<file path="src/rtl/organ_pkg.sv">
// Shared types and helpers for the organ key scanner: key vector/code types,
// the debounce FSM state enum and the lowest-note priority helpers.
package organ_pkg;

  localparam int NUM_KEYS = 14;

  typedef logic [NUM_KEYS-1:0] key_vec_t;
  typedef logic [3:0]          key_code_t;

  typedef enum logic {
    IDLE  = 1'b0,
    COUNT = 1'b1
  } scan_state_t;

  // Isolates the lowest set bit (two's-complement trick).
  function automatic key_vec_t lowest_onehot(input key_vec_t v);
    return v & (~v + key_vec_t'(1));
  endfunction

  function automatic key_code_t onehot_to_code(input key_vec_t oh);
    key_code_t c;
    c = '0;
    for (int i = 0; i < NUM_KEYS; i++) begin
      if (oh[i]) c = key_code_t'(i + 1);
    end
    return c;
  endfunction

endpackage

</file>
<file path="src/rtl/organ_key_scan_if.sv">
// Key scanner bus: raw button levels in, debounced note vector/code/strobe out.
// Outputs change only on a clock edge; key_press is a one-cycle pulse, no handshake.
interface organ_key_scan_if;
  import organ_pkg::*;

  key_vec_t    raw_key;
  key_vec_t    Key;
  key_code_t   key_code;
  logic        key_press;
  scan_state_t dbg_state;

  modport master (
    input  raw_key,
    output Key, key_code, key_press, dbg_state
  );

  modport slave (
    output raw_key,
    input  Key, key_code, key_press, dbg_state
  );

endinterface

</file>
<file path="src/rtl/organ_key_sync.sv">
// Two-flop synchroniser for the raw note button levels, async active-low reset.
module organ_key_sync
  import organ_pkg::*;
(
  input  logic     clk_i,
  input  logic     rst_ni,
  input  key_vec_t d_i,
  output key_vec_t q_o
);

  key_vec_t s1_q;
  key_vec_t s2_q;

  always_ff @(posedge clk_i or negedge rst_ni) begin
    if (!rst_ni) begin
      s1_q <= '0;
      s2_q <= '0;
    end else begin
      s1_q <= d_i;
      s2_q <= s1_q;
    end
  end

  assign q_o = s2_q;

endmodule

</file>
<file path="src/rtl/organ_key_scan.sv">
// Organ key front-end: synchronise, debounce the whole vector, pick the lowest note.
// Build option ORGAN_KEY_LATCH_EN: sustain mode, a release keeps the last note held.
module organ_key_scan
  import organ_pkg::*;
#(
  parameter int DB_CYCLES = 10000
) (
  input  logic              clk_in,
  input  logic              rst,
  organ_key_scan_if.master  bus
);

  localparam int CW = $clog2(DB_CYCLES);
  localparam logic [CW-1:0] CNT_MAX = CW'(DB_CYCLES - 1);

  key_vec_t    s2;
  key_vec_t    stable_q, stable_d;
  key_vec_t    cand_q, cand_d;
  logic [CW-1:0] cnt_q, cnt_d;
  scan_state_t state_q, state_d;
  key_vec_t    key_q, key_d;
  key_code_t   code_q, code_d;
  logic        press_q, press_d;
  logic        commit;
  key_vec_t    new_key;
  key_code_t   new_code;

  organ_key_sync u_sync (
    .clk_i  (clk_in),
    .rst_ni (rst),
    .d_i    (bus.raw_key),
    .q_o    (s2)
  );

  assign new_key  = lowest_onehot(cand_q);
  assign new_code = onehot_to_code(new_key);

  always_comb begin
    stable_d = stable_q;
    cand_d   = cand_q;
    cnt_d    = cnt_q;
    state_d  = state_q;
    commit   = 1'b0;
    case (state_q)
      IDLE: begin
        if (s2 != stable_q) begin
          cand_d  = s2;
          cnt_d   = '0;
          state_d = COUNT;
        end
      end
      COUNT: begin
        if (s2 == stable_q) begin
          state_d = IDLE;
          cnt_d   = '0;
        end else if (s2 != cand_q) begin
          cand_d = s2;
          cnt_d  = '0;
        end else if (cnt_q == CNT_MAX) begin
          stable_d = cand_q;
          state_d  = IDLE;
          commit   = 1'b1;
        end else begin
          cnt_d = cnt_q + CW'(1);
        end
      end
      default: state_d = IDLE;
    endcase
  end

  // Output registers move only on a commit; the strobe fires on a new non-zero code.
  always_comb begin
    key_d   = key_q;
    code_d  = code_q;
    press_d = 1'b0;
    if (commit) begin
      press_d = (new_code != '0) && (new_code != code_q);
`ifdef ORGAN_KEY_LATCH_EN
      if (new_code != '0) begin
        key_d  = new_key;
        code_d = new_code;
      end
`else
      key_d  = new_key;
      code_d = new_code;
`endif
    end
  end

  always_ff @(posedge clk_in or negedge rst) begin
    if (!rst) begin
      stable_q <= '0;
      cand_q   <= '0;
      cnt_q    <= '0;
      state_q  <= IDLE;
      key_q    <= '0;
      code_q   <= '0;
      press_q  <= 1'b0;
    end else begin
      stable_q <= stable_d;
      cand_q   <= cand_d;
      cnt_q    <= cnt_d;
      state_q  <= state_d;
      key_q    <= key_d;
      code_q   <= code_d;
      press_q  <= press_d;
    end
  end

  assign bus.Key       = key_q;
  assign bus.key_code  = code_q;
  assign bus.key_press = press_q;
  assign bus.dbg_state = state_q;

endmodule
</file>
<file path="src/flat_wrapper.sv">
// flat-port wrapper written by rule: the top's interface ports become plain ports
module organ_key_scan_flat import organ_pkg::*;
#(
  parameter int DB_CYCLES = 10000
)
  (clk_in, rst, bus_raw_key, bus_Key, bus_key_code, bus_key_press, bus_dbg_state);
  organ_key_scan_if bus_i ();
  input  logic clk_in;
  input  logic rst;
  input wire logic [$bits(bus_i.raw_key)-1:0] bus_raw_key;
  output wire logic [$bits(bus_i.Key)-1:0] bus_Key;
  output wire logic [$bits(bus_i.key_code)-1:0] bus_key_code;
  output wire logic [$bits(bus_i.key_press)-1:0] bus_key_press;
  output wire logic [$bits(bus_i.dbg_state)-1:0] bus_dbg_state;
  assign bus_i.raw_key = bus_raw_key;
  assign bus_Key = bus_i.Key;
  assign bus_key_code = bus_i.key_code;
  assign bus_key_press = bus_i.key_press;
  assign bus_dbg_state = bus_i.dbg_state;
  organ_key_scan #(.DB_CYCLES(DB_CYCLES)) u_core (.clk_in(clk_in), .rst(rst), .bus(bus_i));
endmodule
</file>
<file path="config.mk">
export PLATFORM = sky130hd
export DESIGN_NAME = organ_key_scan_flat
export DESIGN_NICKNAME = d
export VERILOG_FILES = /design/src/rtl/organ_pkg.sv /design/src/rtl/organ_key_scan_if.sv /design/src/rtl/organ_key_sync.sv /design/src/rtl/organ_key_scan.sv /design/src/flat_wrapper.sv
export SDC_FILE = /design/constraint.sdc
export NUM_CORES = 1
export LEC_CHECK = 0
export ABC_AREA = 1
export CAP_MARGIN = 20
export CORE_MARGIN = 2
export CORE_UTILIZATION = 57
export DETAILED_ROUTE_END_ITERATION = 7
export PLACE_DENSITY = 0.79
export SYNTH_ARGS = -nofsm -noshare
export SYNTH_HDL_FRONTEND = slang
export SYNTH_SLANG_ARGS = --single-unit
export TNS_END_PERCENT = 10
</file>
<file path="constraint.sdc">
create_clock -name clk_in -period 2.4 [get_ports clk_in]
set_input_delay 0.48 -clock clk_in [delete_from_list [all_inputs] [get_ports clk_in]]
set_output_delay 0.48 -clock clk_in [all_outputs]
set_load 0.01 [all_outputs]
</file>
# Yosys cells after proc, flatten, opt, wreduce, memory -nomap -nowiden
# Cells that the tools add are included.
dict set report op_classes {
  n_addsub 2
  n_eq_ne 9
  muxes 33
  n_bitwise 5
  reduce_logical 5
}
# op count
set op_table {}
lappend op_table {{two-way mux 14 bit} 7}
lappend op_table {{one-hot mux 14 bit (2 select lines)} 2}
lappend op_table {{adder 14 x 1 -> 14 bit, second input constant} 2}
lappend op_table {{two-way mux 4 bit} 7}
lappend op_table {{inequality test 14 bit} 2}
lappend op_table {{bitwise AND 14 bit} 1}
lappend op_table {{equality test 14 bit} 1}
lappend op_table {{equality test 14 bit, second input constant} 1}
lappend op_table {{NOT 14 bit} 1}
lappend op_table {{two-way mux 3 bit} 4}
lappend op_table {{two-way mux 1 bit} 10}
lappend op_table {{two-way mux 2 bit} 2}
lappend op_table {{inequality test 2 bit, second input constant} 2}
lappend op_table {{inequality test 4 bit} 1}
lappend op_table {{inequality test 4 bit, second input constant} 1}
lappend op_table {{AND reduction 4 bit} 1}
lappend op_table {{nonzero test 4 bit} 1}
lappend op_table {{NOT 1 bit} 3}
lappend op_table {{AND reduction 3 bit} 1}
lappend op_table {{inequality test 2 x 1 -> 1 bit, second input constant} 1}
lappend op_table {{one-hot mux 1 bit (2 select lines)} 1}
lappend op_table {{AND reduction 2 bit} 1}
lappend op_table {{logical AND 1 bit} 1}
dict set report word_totals {
  regBits 90
  in_bits 16
  output_inout_bits 20
  word_cells 63
}

# Depth between registers and ports, before layout
# Gate-level depths: netlist of run 1.
dict set report depth {
  depth_word 20
  mapped_depth 15
  depth_no_buf 14
}

# Hierarchy
# From an unflattened synthesis of run 1, not the netlist that was laid out.
dict set report unflattened {
  hier_cells 546
  hier_area_um2 4226.6
}
# module n_inst cells_each area_each_um2 seq_area_each_um2
set by_module_without_submodules {}
lappend by_module_without_submodules {organ_key_scan 1 518 3525.9 1551.5}
lappend by_module_without_submodules {organ_key_sync 1 28 700.7 700.7}

# Worst setup path before layout of run 1
# OpenSTA, ideal clock, no wires.
dict set report synth_path {
  path_kind {register to register}
  startpoint {reg u_core.cnt_q[0]}
  endpoint {reg u_core.key_q[2] (netlist: u_core.bus.Key[2])}
  setup_time_ns 0.117
  t_arrival_ns 1.558
  required_ns 2.283
  setup_slack_ns 0.725
  path_stages_with_launch 13
  n_path_buf 2
  synth_period_minus_slack_ns 1.675
  path_cell_list {dfrtp_1 -> ha_1 -> inv_1 -> nor2_1 -> nand2_1 -> nor2_1 -> nand3_2 -> nor2_2 -> inv_2 -> buf_6 -> buf_6 -> nor2_1 -> nor2_1}
}
dict set report synth_via {
  elab_chain_cells 5
}
# element line_no
set synth_rtl {}
lappend synth_rtl {{from (decl)} organ_key_scan.sv:19} ;# logic [CW-1:0] cnt_q, cnt_d;
lappend synth_rtl {{from (signal assigned)} organ_key_scan.sv:102} ;# cnt_q <= cnt_d;
lappend synth_rtl {{equality test 14 bit} organ_key_scan.sv:59} ;# end else if (cnt_q == CNT_MAX) begin
lappend synth_rtl {{two-way mux 1 bit} organ_key_scan.sv:59}
lappend synth_rtl {{two-way mux 1 bit} organ_key_scan.sv:56} ;# end else if (s2 != cand_q) begin
lappend synth_rtl {{two-way mux 1 bit} organ_key_scan.sv:53} ;# if (s2 == stable_q) begin
lappend synth_rtl {{two-way mux 1 bit} organ_key_scan.sv:44} ;# case (state_q)
lappend synth_rtl {{to (signal assigned)} organ_key_scan.sv:104} ;# key_q <= key_d;
lappend synth_rtl {{to (decl)} organ_key_scan.sv:21} ;# key_vec_t key_q, key_d;
# No other way between the ends.
# A chain may end at the register's enable or synchronous reset.

# Final worst setup path of run 1
dict set report layout_path {
  startpoint {reg u_core.u_sync.s2_q[8] (netlist: u_core.u_sync.q_o[8])}
  endpoint {reg u_core.cnt_q[6]}
}
dict set report layout_via {
  elab_chain_cells 4
  elab_cells_between_ends 9
  classes_between {eq/ne: 5; mux: 3; reduce/logical: 1}
}
# element line_no
set layout_rtl {}
lappend layout_rtl {{from (decl)} organ_key_sync.sv:12} ;# key_vec_t s2_q;
lappend layout_rtl {{from (signal assigned)} organ_key_sync.sv:20} ;# s2_q <= s1_q;
lappend layout_rtl {{inequality test 14 bit} organ_key_scan.sv:56}
lappend layout_rtl {{two-way mux 14 bit} organ_key_scan.sv:56}
lappend layout_rtl {{two-way mux 14 bit} organ_key_scan.sv:53}
lappend layout_rtl {{one-hot mux 14 bit (2 select lines)} organ_key_scan.sv:44}
# Parallel ways exist; a longest one is shown, timed or not.

==> results of run 1 <==
==> flip-flops by register name (all words and copies together) (netlist names) <==
signal / count
u_core.bus.Key: 14
u_core.bus.dbg_state: 1
u_core.bus.key_code: 4
u_core.bus.key_press: 1
u_core.cand_q: 14
u_core.cnt_q: 14
u_core.stable_q: 14
u_core.u_sync.q_o: 14
u_core.u_sync.s1_q: 14
==> worst paths after layout <==
kind                                        end                  start
setup / recovery                u_core.cnt_q[6]   u_core.u_sync.q_o[8]
hold / removal                 u_core.cand_q[8]                    rst
setup reg to reg                u_core.cnt_q[6]   u_core.u_sync.q_o[8]
hold reg to reg            u_core.u_sync.q_o[0]  u_core.u_sync.s1_q[0]
max in group asynchronous  u_core.bus.dbg_state                    rst
min in group clk_in        u_core.u_sync.q_o[0]  u_core.u_sync.s1_q[0]
==> cell type report <==
cell class	count	area, µm²
clock inverters	4	97.6
multi-input cells	346	1580
repair buffers	39	403
flip-flops and latches	90	2250
fillers	592	2280
well taps	99	124
clock buffers	12	155
inverters	65	244
==> worst max-delay path: cells and delay by family, from the launching register on <==
family | cells | cell delay [ns]
buffers and inverters | 3 | 0.22
DFF | 1 | 0.38
and+or+nand+nor | 11 | 1.47
==> power by group through the flow <==
| stage | logic, mW | registers [mW] | clock network (mW) |
|---|---|---|---|
| 6_report | 0.167 | 1.59 | 1.27 |
| 5_1_grt | 0.194 | 1.59 | 1.35 |
| 4_1_cts | 0.170 | 1.58 | 1.29 |
| 3_5_place_dp | 0.168 | 1.61 | 0 |
| 3_3_place_gp | 0.165 | 1.61 | 0 |
| 2_1_floorplan | 0.0895 | 1.60 | 0 |
==> layer usage <==
metal  vias to the layer above  routed length (µm)
met5                         -                   0
met2                       141                4130
li1                       1690                   -
met3                        32                 604
met1                      1590                3750
met4                         0                 297
==> cells in the final DEF (no fill, tap or decap), drive strengths merged, types with 3 or more instances in the layout <==
master         count
xnor2              3
nor3               9
a21oi              8
o21ai             47
nand3             28
bufinv             3
clkbuf            12
clkdlybuf4s50     34
xor2              10
dfrtp             90
nand2            160
o21bai             3
nor2              55
inv               65
nand4             12
buf                5
==> logic make-up after synthesis <==
group / Yosys count / synth area share, %
buffers and inverters: 75 / 7.38
DFF: 90 / 54.4
AOI/OAI and AO/OA: 60 / 7.62
adders and majority gates: 1 / 0.302
and+or+nand+nor: 272 / 27.5
xor gates and xnor gates: 13 / 2.75
==> stage by stage <==
stage          util [%]  instance area, µm²  instances  total power, mW
3_5_place_dp       64.5                4600        639             1.78
3_3_place_gp       64.5                4600        639             1.78
2_1_floorplan         -                4140        511             1.69
6_report           68.0                4850        655             3.02
5_1_grt            68.0                4850        655             3.14
4_1_cts            68.0                4850        655             3.04
==> impl_metrics.ini, run 1 <==
[outcome]
outcome = finished, violations left
violations = negative hold slack

[critical_path]
worstSetupEndpointType = flop
path_common_cell = nand2_1
reg2reg_depth = 14
r2r_setup_slack_ns = 0.27
worst-setup-path-type = reg2reg
startpoint_type = flop
critPathSlowestCell = dfrtp_1
cp.required_ns = 2.71
path_cells = inv_1 -> nand2_1 -> nand2_1 -> nor2_1 -> nand2_1 -> nor2_1 -> nand2_1 -> nand2_1 -> nand2_2 -> nand2_1 -> inv_1 -> nor2_1 -> nand2_1 -> inv_1
cpPeakStageDelay_ns = 0.38
arrival_ns = 2.44
path_max_fanout = 18

[logic_synthesis]
synthArstFlopShare_pct = 100
synth-edff-count = 0
yosysTopAreaCell = dfrtp_1
synth.most_common_cell = nand2_1
synth_common_cells = nand2_1 (159), dfrtp_1 (90), inv_1 (57), nor2_1 (52), o21ai_0 (40)
yosysUniqueCellTypes = 31
synth-seq-cells = 90
synth_top_cells_by_area = dfrtp_1 (54%), nand2_1 (14%), inv_1 (5.2%)
synth_top_cell_area_share_pct = 54.4
syn_area_um2 = 4140
syn_avg_cell_area_um2 = 8.09
ys_dominant_reg_cell = dfrtp_1
syn_inst = 511
yosys_warnings = 0
yosysSeqAreaShare_pct = 54.4
syn_nets = 528

[finish]
area_growth_pct = 17.4
insertedDiodeCount = 0
num-nets-final = 568
drive_gt1_share_pct = 6.47

[placed_design]
port_buffers = 35
dp_hpwl_um = 6410
dp_slack_ns = 0.385
gp_congestion = 0.953

[clock_tree]
cts_hold_buf = 0
clk_path_buf_depth = 2
clkTransAtPathRegs_ns = 0.09
cts_buffers = 9
cts_setup_buffers = 0
clock-root-buffer = clkbuf_8
post_cts_resized = 0
h-tree-depth = 3
cts_tree = done
worstSkewPairLatency_ns = 0.36
cts_num_sinks = 90

[min_path]
hold_path_class = in2async

[sta]
setup_viol = 0
clock_skew_ns = 0.00968
period_share_pct = 88.6
hold_ws_ns = -0.0000113
period_needed_ns = 2.13
fmax_mhz = 470
worst_pin_slew_ns = 0.559
report.final.slew_viol_count = 0
final-hold-violation-count = 1
relSlewSlack_pct = 62.5
setup_ws_ns = 0.273
rsz0062_at_grt = no
finalSetupTns_ns = 0

[grt]
met2_usage_pct = 40.1
antenna_found_initial = 0
use_met3_pct = 4.71
gr-max-usage-layer = met2
grt_max_degree = 69
grt_pass1_vias = 3282
gr-total-overflow = 0
met1_usage_pct = 32.8
grt_pass1_wl_um = 15100
grt_usage_pct = 25.0

[power]
power_density_nw_per_um2 = 622
p_sw_share_pct = 21.7
pwr-share-seq_pct = 52.5
p_comb_share_pct = 5.5
power.internal_mw = 2.36
p_clk_share_pct = 41.9
power_leakage_nw = 2.41
p_sw_uw = 656
ir_drop_mv = 0.490

[die]
rows = 31
initial_core_util_pct = 58.0
die_width_um = 89.2
die_y_um = 89.2
core_um2 = 7140
die_area_um2 = 7950
ioPinCount = 36

[routing]
route.detailed.drc = 0
via_count = 3453
drtAntennaViolNets = 0
wl_per_cell_um = 13.4
wirelength_um = 8780
dr.pass1.iters = 5
routed_via_density = 5.27
drt-initial-drc-count = 240

[run]
maxCapViolCount = 0
(Power assumes the default switching activity.)
==> inputs of run 2 (changes only) <==
- REMOVE_ABC_BUFFERS: not set -> 1
==> run 2 against run 1 <==
Effect of this change: the flow now finishes without violations; wire length is 1.4% lower; first-iteration DRC count is 13% higher; power fell by 12%; flip-flop and latch count is the same; worst setup slack worse by 0.025 ns; via count is 1.8% lower; final area decreased by 1.4%; sequential share of layout area increased by 0.67 points; die area stayed put; non-clock buffer count unchanged; clock power shrank 28%; largest cell class unchanged; highest routed layer unchanged.
==> impl_metrics.ini, run 2 (synthesis results as in run 1) <==
[finish]
layout_commonest_cell = nand2_1
drive_gt1_share_pct = 6.47
area_growth_pct = 15.7
fillers = 613
postLayoutCellArea_um2 = 4790
fin_cells = 655
insertedDiodeCount = 0
num-nets-final = 568
most-common-layout-cells = nand2_1 (159), dfrtp_1 (90), inv_1 (57)

[min_path]
hold_path_class = in2async

[clock_tree]
clock-root-buffer = clkbuf_8
clk_path_buf_depth = 2
cts_hold_buf = 0
post_cts_resized = 0
worstSkewPairLatency_ns = 0.35
cts_tree = done
cts_setup_buffers = 0
clkTransAtPathRegs_ns = 0.09
cts_buffers = 9
cts_num_sinks = 90
h-tree-depth = 3

[sta]
report.final.slew_viol_count = 0
clock_skew_ns = 0.00963
rsz0062_at_grt = no
relSlewSlack_pct = 62.5
worst_pin_slew_ns = 0.563
setup_viol = 0
fmax_mhz = 465
final-hold-violation-count = 0
setup_ws_ns = 0.249
period_needed_ns = 2.15
finalSetupTns_ns = 0
period_share_pct = 89.6

[power]
power_leakage_nw = 2.38
p_comb_share_pct = 6.3
p_sw_uw = 651
pwr-share-seq_pct = 59.5
ir_drop_mv = 0.361
p_sw_share_pct = 24.4
p_clk_share_pct = 34.2
power_density_nw_per_um2 = 557
power.internal_mw = 2.01

[critical_path]
path_max_fanout = 18
reg2reg_depth = 10
path_cells = xor2_1 -> nor2_1 -> nand2_1 -> nor2_1 -> nand2_1 -> nand2_1 -> nand2_2 -> nand2_1 -> o21ai_0 -> a21oi_1
path_delay_family = simple AND/OR/NAND/NOR gates
critPathSlowestCell = dfrtp_1
cp.required_ns = 2.68
startpoint_type = flop
worst-setup-path-type = reg2reg
r2r-end = u_core.cnt_q[4]
r2r_setup_slack_ns = 0.25
worstSetupEndpointType = flop
crit_buf_inv = 0
cpPeakStageDelay_ns = 0.42
path_common_cell = nand2_1
arrival_ns = 2.43
r2r-start = u_core.u_sync.q_o[2]

[routing]
routed_via_density = 5.18
drt-initial-drc-count = 270
drtAntennaViolNets = 0
wl_per_cell_um = 13.2
wirelength_um = 8660
route.detailed.drc = 0
dr.pass1.iters = 6
via_count = 3392

[grt]
gr-total-overflow = 0
grt_pass1_wl_um = 14900
grt_max_degree = 48
antenna_found_initial = 0
grt_usage_pct = 24.4
grt_pass1_vias = 3251

[outcome]
outcome = complete, no violations

[die]
ioPinCount = 36
die_width_um = 89.2
initial_core_util_pct = 58.0
die_area_um2 = 7950
rows = 31
core_um2 = 7140
die_y_um = 89.2

[placed_design]
gp_congestion = 1.03
dp_hpwl_um = 6320
dp_slack_ns = 0.326
placedCellCount = 639
postPlaceCellArea_um2 = 4610
port_buffers = 35

[run]
maxCapViolCount = 0
run 2: cell count changes in the layout (fill, tap and decap cells not counted), sizes merged:
cell	delta
clkinvlp	+1
bufinv	-3
clkinv	+3
clkbuf	-1
run 2: worst reg2reg max path, stage by stage (launching register included):
cell	delay [ns]
dfrtp_1	0.42
xor2_1	0.18
nor2_1	0.13
nand2_1	0.09
nor2_1	0.14
nand2_1	0.16
nand2_1	0.14
nand2_2	0.20
nand2_1	0.28
o21ai_0	0.18
a21oi_1	0.14
run 2: worst max path at each step:
stage / from / end / slack [ns] / cells past startpoint
4_1_cts: u_core.u_sync.q_o[2] / u_core.cnt_q[6] / 0.29 / 12
6_report: u_core.u_sync.q_o[2] / u_core.cnt_q[4] / 0.25 / 10
5_1_grt: u_core.u_sync.q_o[3] / u_core.cnt_q[4] / 0.05 / 10
3_5_place_dp: u_core.u_sync.q_o[3] / u_core.cnt_q[6] / 0.33 / 12
2_1_floorplan: u_core.cnt_q[0] / u_core.bus.key_code[3] / 0.51 / 10
3_3_place_gp: u_core.u_sync.q_o[3] / u_core.cnt_q[6] / 0.39 / 12
run 2: final cells by class:
class                   count  area, µm²  share of cell area (%)
flip-flops and latches     90       2250                    47.1
multi-input cells         346       1580                    33.0
repair buffers             39        415                    8.68
inverters                  65        244                    5.10
clock buffers              11        141                    2.95
well taps                  99        124                    2.59
clock inverters             5       30.0                   0.627
run 2: power by group through the flow:
stage / combinational (mW) / sequential [mW] / clock [mW]
2_1_floorplan: 0.0877 / 1.61 / 0
3_3_place_gp: 0.167 / 1.61 / 0
3_5_place_dp: 0.169 / 1.61 / 0
4_1_cts: 0.170 / 1.58 / 0.925
5_1_grt: 0.195 / 1.59 / 0.997
6_report: 0.168 / 1.58 / 0.911
run 2: per-layer routing:
metal  vias to the layer above  wire length [µm]  global-route usage, %
li1                       1687                 -                      -
met1                      1579              3960                   33.4
met2                       112              4150                   38.9
met3                        14               389                   5.08
met4                         0               150                   8.55
met5                         -                 0                      0
run 2: stage by stage:
stage | utilization [%] | total power, mW | hold WS, ns
finish | 67.1 | 2.66 | 0.107
global route | 67.1 | 2.78 | 0.143
CTS | 67.1 | 2.68 | 0.125
detailed placement | 64.7 | 1.78 | 0.335
global placement | 64.7 | 1.78 | 0.331
floorplan | - | 1.69 | 0.184
==> inputs of run 3 (changes only) <==
- CORE_UTILIZATION: 57 -> 51
- PLACE_DENSITY: 0.79 -> 0.72
==> run 3 against run 2 <==
Effect of this change: die area grew 11%; sequential share of layout area decreased by 0.43 points; count of clock-buffer cells in the layout is 1 lower; critical path depth up 4; flip-flop and latch count did not move; clock skew is 0.0030 ns higher; worst setup slack better by 0.084 ns; register-to-register slack improved by 0.08 ns; final area up 0.91%; power grew 8.7%; via count down 1.3%; maximum frequency rose by 4.1%; largest cell class unchanged; highest routed layer unchanged.
==> impl_metrics.ini, run 3 (synthesis results as in run 1) <==
[die]
initial_core_util_pct = 53.0
rows = 32
die_area_um2 = 8850
core_um2 = 7810
die_width_um = 94.1
die_y_um = 94.1
ioPinCount = 36

[clock_tree]
cts_tree = done
h-tree-depth = 3
cts_setup_buffers = 0
cts_buffers = 9
worstSkewPairLatency_ns = 0.37
clock-root-buffer = clkbuf_8
clk_path_buf_depth = 2
clkTransAtPathRegs_ns = 0.09
cts_num_sinks = 90

[routing]
via_count = 3347
drtAntennaViolNets = 0
drt-initial-drc-count = 181
route.detailed.drc = 0
dr.pass1.iters = 4
wirelength_um = 9020
routed_via_density = 5.09
wl_per_cell_um = 13.7

[outcome]
outcome = complete, no violations

[finish]
insertedDiodeCount = 0
layout_commonest_cell = nand2_1
area_growth_pct = 16.8
postLayoutCellArea_um2 = 4830
fin_cells = 657
most-common-layout-cells = nand2_1 (158), dfrtp_1 (90), inv_1 (57)
drive_gt1_share_pct = 6.67
num-nets-final = 569
final_util_pct = 61.9

[sta]
relSlewSlack_pct = 61.7
rsz0062_at_grt = no
hold_ws_ns = 0.0142
setup_ws_ns = 0.333
setup_viol = 0
final-hold-violation-count = 0
period_share_pct = 86.1
clock_skew_ns = 0.0127
worst_pin_slew_ns = 0.570
finalSetupTns_ns = 0
report.final.slew_viol_count = 0
period_needed_ns = 2.07
fmax_mhz = 484

[critical_path]
worst-setup-path-type = reg2reg
worstSetupEndpointType = flop
path_max_fanout = 18
arrival_ns = 2.37
cp.required_ns = 2.70
startpoint_type = flop

[min_path]
hold_path_class = in2async

[placed_design]
dp_slack_ns = 0.288
port_buffers = 35
placedCellCount = 643
postPlaceCellArea_um2 = 4610
gp_congestion = 0.905
dp_hpwl_um = 6680

[grt]
gr-total-overflow = 0
grt_max_degree = 47
grt_pass1_vias = 3246
antenna_found_initial = 0
grt_pass1_wl_um = 15300
grt_usage_pct = 22.8

[power]
power.internal_mw = 2.22
power_density_nw_per_um2 = 600
p_clk_share_pct = 39.4
pwr-share-seq_pct = 54.7
p_sw_share_pct = 23.3
ir_drop_mv = 0.432
p_sw_uw = 674
finalPower_mw = 2.90
p_comb_share_pct = 5.9
power_leakage_nw = 2.40

[run]
maxCapViolCount = 0
run 3: power by group through the flow:
stage | sequential [mW] | combinational, mW | clock (mW)
floorplan | 1.61 | 0.0877 | 0
global placement | 1.61 | 0.171 | 0
detailed placement | 1.61 | 0.174 | 0
CTS | 1.58 | 0.174 | 1.17
global route | 1.59 | 0.199 | 1.22
finish | 1.58 | 0.171 | 1.14
run 3: final cells by class:
class | count | area (µm²)
Fill cell | 709 | 2980
Tap cell | 102 | 128
Sequential cell | 90 | 2250
Clock buffer | 10 | 138
Inverter | 65 | 244
Multi-Input combinational cell | 346 | 1580
Clock inverter | 4 | 76.3
Timing Repair Buffer | 40 | 410
run 3: repair_timing:
item	CTS	global route
resized for setup	0	1
hold buffers	0	0
endpoints found under the hold margin	0	0
endpoints found under the setup margin	0	3
run 3: metal layers:
metal,wire length (µm),vias to the layer above,track usage [%]
li1,-,1686,-
met1,4130,1581,30.5
met2,4310,63,36.7
met3,370,17,3.61
met4,214,0,10.0
met5,0,-,0
run 3: worst paths after layout:
path	startpoint	endpoint	slack [ns]	cells after the start
worst max-delay path	u_core.cand_q[11]	u_core.cnt_q[6]	0.33	14
worst min-delay path	rst	u_core.stable_q[8]	0.01	1
max in group asynchronous	rst	u_core.cnt_q[13]	1.68	2
worst max register to register	u_core.cand_q[11]	u_core.cnt_q[6]	0.33	14
worst min register to register	u_core.u_sync.s1_q[13]	u_core.u_sync.q_o[13]	0.35	0
min in group clk_in	u_core.u_sync.s1_q[13]	u_core.u_sync.q_o[13]	0.35	0
run 3: worst max-delay path: stages (launching register included):
cell and delay [ns]:
dfrtp_1 0.48, inv_1 0.09, nand2_1 0.11, nand2_1 0.06, nor2_1 0.10, nand2_1 0.08
nor2_2 0.18, nand3_2 0.10, nand2_1 0.10, nand2_2 0.21, nand2_2 0.21, inv_1 0.08
nor2_1 0.10, nand2_1 0.05, inv_1 0.05
